File: src/rtl/if_pkg.sv
// Definitions shared by the fetch stage, decode stage and hazard unit:
// fetch FSM states plus the bubble encoding and default reset PC.
package if_pkg;

    typedef enum logic [1:0] {
        IDLE = 2'd0,  // no request outstanding
        WAIT = 2'd1,  // request outstanding, response wanted
        DROP = 2'd2,  // request outstanding, response is stale
        HOLD = 2'd3   // response parked until stall drops
    } if_state_e;

    localparam logic [31:0] NOP_INSTR_DEFAULT = 32'h0000_0013;  // addi x0,x0,0
    localparam logic [31:0] RESET_PC_DEFAULT  = 32'h0000_0000;

endpackage

File: src/rtl/if_fetch_stage.sv
// Instruction-fetch stage: owns the PC, keeps at most one imem request in
// flight and fills the IF/ID register, honouring stall and EX redirects.
module if_fetch_stage
    import if_pkg::*;
#(
    parameter logic [31:0] RESET_PC  = RESET_PC_DEFAULT,
    parameter logic [31:0] NOP_INSTR = NOP_INSTR_DEFAULT
) (
    input  logic        clk,
    input  logic        rst_n,
    input  logic        stall,
    input  logic        redirect,
    input  logic [31:0] redirect_pc,
    output logic        imem_req_valid,
    input  logic        imem_req_ready,
    output logic [31:0] imem_addr,
    input  logic        imem_rsp_valid,
    input  logic [31:0] imem_rsp_data,
    output logic [31:0] if_id_pc,
    output logic [31:0] if_id_instr,
    output logic        if_id_valid
);

    if_state_e   state_reg, state_next;
    logic [31:0] pc_reg, pc_next;
    logic [31:0] fetch_pc_reg;
    logic [31:0] hold_pc_reg, hold_instr_reg;
    logic        hold_load;
    logic [31:0] if_id_pc_next, if_id_instr_next;
    logic        if_id_valid_next;
    logic        in_flight, rsp_cycle, req_fire;

    assign in_flight = (state_reg == WAIT) || (state_reg == DROP);
    assign rsp_cycle = in_flight && imem_rsp_valid;

    // A new request may go out in the very cycle the previous response lands.
    assign imem_req_valid = !redirect && !stall && ((state_reg == IDLE) || rsp_cycle);
    assign req_fire       = imem_req_valid && imem_req_ready;
    assign imem_addr      = pc_reg;

    always_comb begin
        state_next       = state_reg;
        pc_next          = pc_reg;
        hold_load        = 1'b0;
        if_id_pc_next    = if_id_pc;
        if_id_instr_next = if_id_instr;
        if_id_valid_next = if_id_valid;

        if (redirect) begin
            pc_next          = {redirect_pc[31:2], 2'b00};
            if_id_pc_next    = 32'h0;
            if_id_instr_next = NOP_INSTR;
            if_id_valid_next = 1'b0;
            // Only a request whose response has not yet arrived must be drained.
            state_next       = (in_flight && !imem_rsp_valid) ? DROP : IDLE;
        end else begin
            if (req_fire) begin
                pc_next = pc_reg + 32'd4;
            end
            if (!stall) begin
                if_id_pc_next    = 32'h0;
                if_id_instr_next = NOP_INSTR;
                if_id_valid_next = 1'b0;
            end
            case (state_reg)
                IDLE: begin
                    if (req_fire) state_next = WAIT;
                end
                WAIT: begin
                    if (imem_rsp_valid) begin
                        if (stall) begin
                            hold_load  = 1'b1;
                            state_next = HOLD;
                        end else begin
                            if_id_pc_next    = fetch_pc_reg;
                            if_id_instr_next = imem_rsp_data;
                            if_id_valid_next = 1'b1;
                            state_next       = req_fire ? WAIT : IDLE;
                        end
                    end
                end
                DROP: begin
                    if (imem_rsp_valid) state_next = req_fire ? WAIT : IDLE;
                end
                HOLD: begin
                    if (!stall) begin
                        if_id_pc_next    = hold_pc_reg;
                        if_id_instr_next = hold_instr_reg;
                        if_id_valid_next = 1'b1;
                        state_next       = IDLE;
                    end
                end
                default: state_next = IDLE;
            endcase
        end
    end

    always_ff @(posedge clk or negedge rst_n) begin
        if (!rst_n) begin
            state_reg      <= IDLE;
            pc_reg         <= RESET_PC;
            fetch_pc_reg   <= 32'h0;
            hold_pc_reg    <= 32'h0;
            hold_instr_reg <= 32'h0;
            if_id_pc       <= 32'h0;
            if_id_instr    <= NOP_INSTR;
            if_id_valid    <= 1'b0;
        end else begin
            state_reg <= state_next;
            pc_reg    <= pc_next;
            if (req_fire) begin
                fetch_pc_reg <= pc_reg;
            end
            if (redirect) begin
                hold_pc_reg    <= 32'h0;
                hold_instr_reg <= 32'h0;
            end else if (hold_load) begin
                hold_pc_reg    <= fetch_pc_reg;
                hold_instr_reg <= imem_rsp_data;
            end
            if_id_pc    <= if_id_pc_next;
            if_id_instr <= if_id_instr_next;
            if_id_valid <= if_id_valid_next;
        end
    end

endmodule

File: config.mk
export PLATFORM = sky130hd
export DESIGN_NAME = if_fetch_stage
export DESIGN_NICKNAME = d
export VERILOG_FILES = /design/src/rtl/if_pkg.sv /design/src/rtl/if_fetch_stage.sv
export SDC_FILE = /design/constraint.sdc
export NUM_CORES = 1
export LEC_CHECK = 0
export ABC_AREA = 0
export CORE_MARGIN = 2
export CORE_UTILIZATION = 45
export DETAILED_ROUTE_END_ITERATION = 10
export PLACE_DENSITY = 0.71
export SYNTH_ARGS = -nofsm -noshare
export SYNTH_HDL_FRONTEND = slang
export SYNTH_SLANG_ARGS = --single-unit
File: constraint.sdc
create_clock -name clk -period 2.5 [get_ports clk]
set_input_delay 0.75 -clock clk [delete_from_list [all_inputs] [get_ports clk]]
set_output_delay 0.75 -clock clk [all_outputs]
set_load 0.05 [all_outputs]
Word level (Yosys, flattened, before mapping)

Index checks and enable logic that the tools add are counted.

Bits in registers: 195
Input bits: 70
Output and inout port bits: 98
Logic and storage cells: 66

$add $sub $neg: 1
Equal/unequal tests: 7
Multiplexer cells: 36
Reductions and logical operators: 14

Operator list:

| kind                                                            | number |
|---|---|
| 32-bit 2-to-1 mux                                               | 16 |
| 32-bit one-hot mux with 2 select lines                          | 2 |
| 32-bit by 3-bit adder with 32-bit output, second input constant | 1 |
| 2-bit 2-to-1 mux                                                | 7 |
| 3-bit inequality test, second input constant                    | 4 |
| 1-bit 2-to-1 mux                                                | 9 |
| 2-bit one-hot mux with 4 select lines                           | 1 |
| 1-bit logical AND                                               | 5 |
| 2-bit == test, second input constant                            | 2 |
| 4-bit AND reduction                                             | 1 |
| 2-bit nonzero test                                              | 2 |
| 1-bit zero test                                                 | 3 |
| 2-bit by 1-bit == test with 1-bit output, second input constant | 1 |
| 2-bit zero test                                                 | 1 |
| 1-bit logical OR                                                | 2 |
| 1-bit one-hot mux with 2 select lines                           | 1 |

Longest topological paths before layout

Word-level depth: 11
Gate-level depth with buffers: 9

Least setup slack after synthesis

Ideal clock, no wire load.

Path kind: input port to output port
From: input redirect
To: output imem_req_valid
Arrival time: 2.423 ns
Required time: 1.750 ns
Slack: -0.673 ns
Stages on the path: 4
Buffers on the path: 3
Cells stage by stage: clkbuf_1 > clkbuf_1 > clkbuf_1 > nor3_1

Word-level cells in the longest chain between the ends: 3

RTL lines:

| element                        | RTL line             | text |
|---|---|---|
| from (decl)                    | if_fetch_stage.sv:12 | `input logic redirect,` |
| 1-bit zero test                | if_fetch_stage.sv:37 | `assign imem_req_valid = !redirect && !stall && ((state_reg == IDLE) \|\| rsp_cycle);` |
| 1-bit logical AND (2 in a row) | if_fetch_stage.sv:37 |  |
| to (decl)                      | if_fetch_stage.sv:14 | `output logic imem_req_valid,` |

Every way passes these cells.

Worst setup path after layout

From: register pc_reg[24], in the netlist imem_addr[24]
To: output imem_addr[24]

RTL lines:

| element                | RTL line              | text |
|---|---|---|
| from (decl)            | if_fetch_stage.sv:25  | `logic [31:0] pc_reg, pc_next;` |
| from (signal assigned) | if_fetch_stage.sv:110 | `pc_reg <= pc_next;` |
| to (decl)              | if_fetch_stage.sv:16  | `output logic [31:0] imem_addr,` |

No word-level cell between the ends.

==> results.json <==
{
  "outcome": "complete, no violations",
  "drtIter0Drc": 806,
  "critPathKind": "register to output port",
  "dr.pass1.iters": 7,
  "cts_root_buffer": "clkbuf_16",
  "skew_ns": 0.00781,
  "post_drt_wl_per_cell_um": 18.4,
  "p_total_uw": 8120,
  "grt_pass1_vias": 7266,
  "antenna_found_initial": 0,
  "r2r-start": "imem_addr[2]",
  "vias": 7552,
  "ys_ff_latch": 190,
  "rows": 49,
  "slew_headroom_pct": 38.0,
  "yosysTopAreaCell": "dfrtp_1",
  "grt_max_degree": 92,
  "synth_area_um2": 8400,
  "place.port_buffers": 163,
  "start_kind": "register",
  "overflow": 0,
  "synth.distinct_cells": 49,
  "clk_latency_ns": 0.44,
  "crit_buf_inv": 1,
  "drc": 0,
  "synth-edff-count": 0,
  "cp-end-kind": "output port",
  "finalCritPeriodShare_pct": 97.5,
  "crit_fanout": 5,
  "fmax_ghz": 0.410,
  "synth.most_common_cell": "nand2_1",
  "dp_hpwl_um": 15300,
  "synth-main-ff-cell": "dfrtp_1",
  "grt_pass1_wl_um": 38800,
  "die_w_um": 141,
  "drt.antenna.violating_nets": 0,
  "ir_worst_vdd_uv": 477,
  "rsz0062_at_grt": "no",
  "crit_required_ns": 1.75,
  "max_cap_violations": 0,
  "timing.final.crit_period_ns": 2.44,
  "grt_util_met2_pct": 37.0,
  "slew_viol_final": 0,
  "cp_cell_sequence": "clkdlybuf4s50_1",
  "cts_tree": "yes",
  "synth_top_cell_area_share_pct": 55.7,
  "power.leakage_uw": 0.00487,
  "io_pins": 168,
  "yosysWarnings": 0,
  "synthTopCellsByCount": "241 x nand2_1, 187 x dfrtp_1, 73 x nor2_1, 68 x a21oi_1, 66 x clkbuf_1",
  "crit_arrival_ns": 1.69,
  "htreeDepth": 4,
  "fin_tns_setup_ns": 0,
  "r2r_slack_ns": 0.23,
  "r2r-end": "imem_addr[18]",
  "grt_usage_pct": 24.4,
  "antenna_cells": 0,
  "hp-class": "primary input to asynchronous set/reset pin",
  "reg2reg_depth": 5,
  "synth.area.top_cells": "dfrtp_1 56%, nand2_1 11%, a222oi_1 7.0%",
  "avgSynthCellArea_um2": 9.50,
  "worst_pin_slew_ns": 0.930,
  "initial_core_util_pct": 46.3,
  "gp_congestion": 0.855,
  "clk_pin_slew_ns": 0.07,
  "netlist_instances": 884,
  "cpPeakStageDelay_ns": 0.83,
  "cts_hold_buf": 0,
  "vias_per_cell": 5.86,
  "grtUsageMet1_pct": 36.0,
  "cts.path.max_buffers": 2,
  "cellPowerDensity_nw_per_um2": 723,
  "async_reset_ff_share_pct": 100,
  "dpl_cell_area_um2": 10600,
  "routed_wl_um": 23700,
  "nNetsFinal": 1122,
  "coreArea_um2": 18100,
  "ys_seq_area_share_pct": 56.7,
  "setup_violations": 0,
  "grtUsageMet3_pct": 4.99,
  "die-area_um2": 19800,
  "area.growth.synth_to_final_pct": 33.6,
  "hold_viol_final": 0,
  "cts_buffers": 17,
  "top_usage_layer": "met2",
  "design_area_um2": 11200,
  "cp_slowest_cell": "clkdlybuf4s50_1",
  "clock_sinks": 190,
  "crit_family": "buffers and inverters",
  "chipHeight_um": 141,
  "drive_gt1_share_pct": 11.1
}
-- routing by layer --
| layer | up-vias | wire, µm |
|---|---|---|
| met1 | 3686 | 10800 |
| li1 | 3499 | - |
| met2 | 336 | 10900 |
| met5 | - | 0 |
| met3 | 31 | 1660 |
| met4 | 0 | 340 |
-- cell type report --
type,instances,area (µm²)
Multi-Input combinational cell,604,3350
Fill cell,1540,6930
Clock buffer,18,439
Tap cell,229,287
Inverter,14,52.6
Clock inverter,14,175
Sequential cell,190,4760
Timing Repair Buffer,220,2150
-- where the power goes --
part           internal [µW]  switching [µW]  leakage [µW]
clock network           1540            1280      0.000300
logic                    581             992       0.00203
registers               3400             312       0.00255
total                   5530            2590       0.00487
-- worst register-to-register path, delay by kind of cell, from the launching register on --
kind / cells / cell delay, ns
flops: 1 / 0.48
fa+ha+maj: 1 / 0.22
compound gates: 2 / 0.54
simple gates: 2 / 0.89
-- logic make-up after synthesis --
family / Yosys count / share of synthesized area (%)
AO/OA/AOI/OAI: 206 / 18.4
XOR/XNOR: 1 / 0.104
adder cells (fa/ha/maj): 5 / 0.745
buffers and inverters: 91 / 4.34
flip-flops: 190 / 56.7
other: 1 / 0.0447
AND/OR/NAND/NOR: 390 / 19.7
-- placed cells by master (no fill, tap or decap), types with 17 or more instances in the layout --
cell type	Yosys	routed
a21oi_1	68	67
nand3_1	21	20
dfrtp_1	187	187
o311ai_0	20	19
clkbuf_16	0	17
a222oi_1	59	59
buf_4	2	54
nand2_1	241	241
nor2_1	73	71
clkdlybuf4s50_1	0	127
dlygate4sd2_1	0	19
-- metrics by stage --
step	instances	setup slack (ns)	hold slack [ns]	util, %
final	1289	0.0617	0.278	61.8
after CTS	1289	0.00516	0.292	61.5
after detailed placement	1256	-0.428	0.493	58.2
after floorplan	885	0.0242	0.454	-
after global placement	1256	-0.358	0.486	58.2
after global routing	1289	0.0166	0.300	61.8
-- worst max path at each step --
stage | startpoint | to | slack (ns) | cells past startpoint
2_1_floorplan | redirect | imem_req_valid | 0.02 | 4
3_3_place_gp | imem_req_ready | imem_addr[17] | -0.36 | 5
3_5_place_dp | imem_req_ready | imem_addr[11] | -0.43 | 5
4_1_cts | imem_addr[27] | imem_addr[27] | 0.005 | 1
5_1_grt | imem_addr[24] | imem_addr[24] | 0.02 | 1
6_report | imem_addr[24] | imem_addr[24] | 0.06 | 1
-- repair_timing --
| item | in CTS | in global routing |
|---|---|---|
| setup buffers | 1 | 1 |
| endpoints found under the setup margin | 19 | 14 |
| pin swaps | 1 | 1 |
| resized for setup | 21 | 15 |
| gates cloned | 0 | 0 |
No activity file was read; power rests on OpenSTA's default activity.
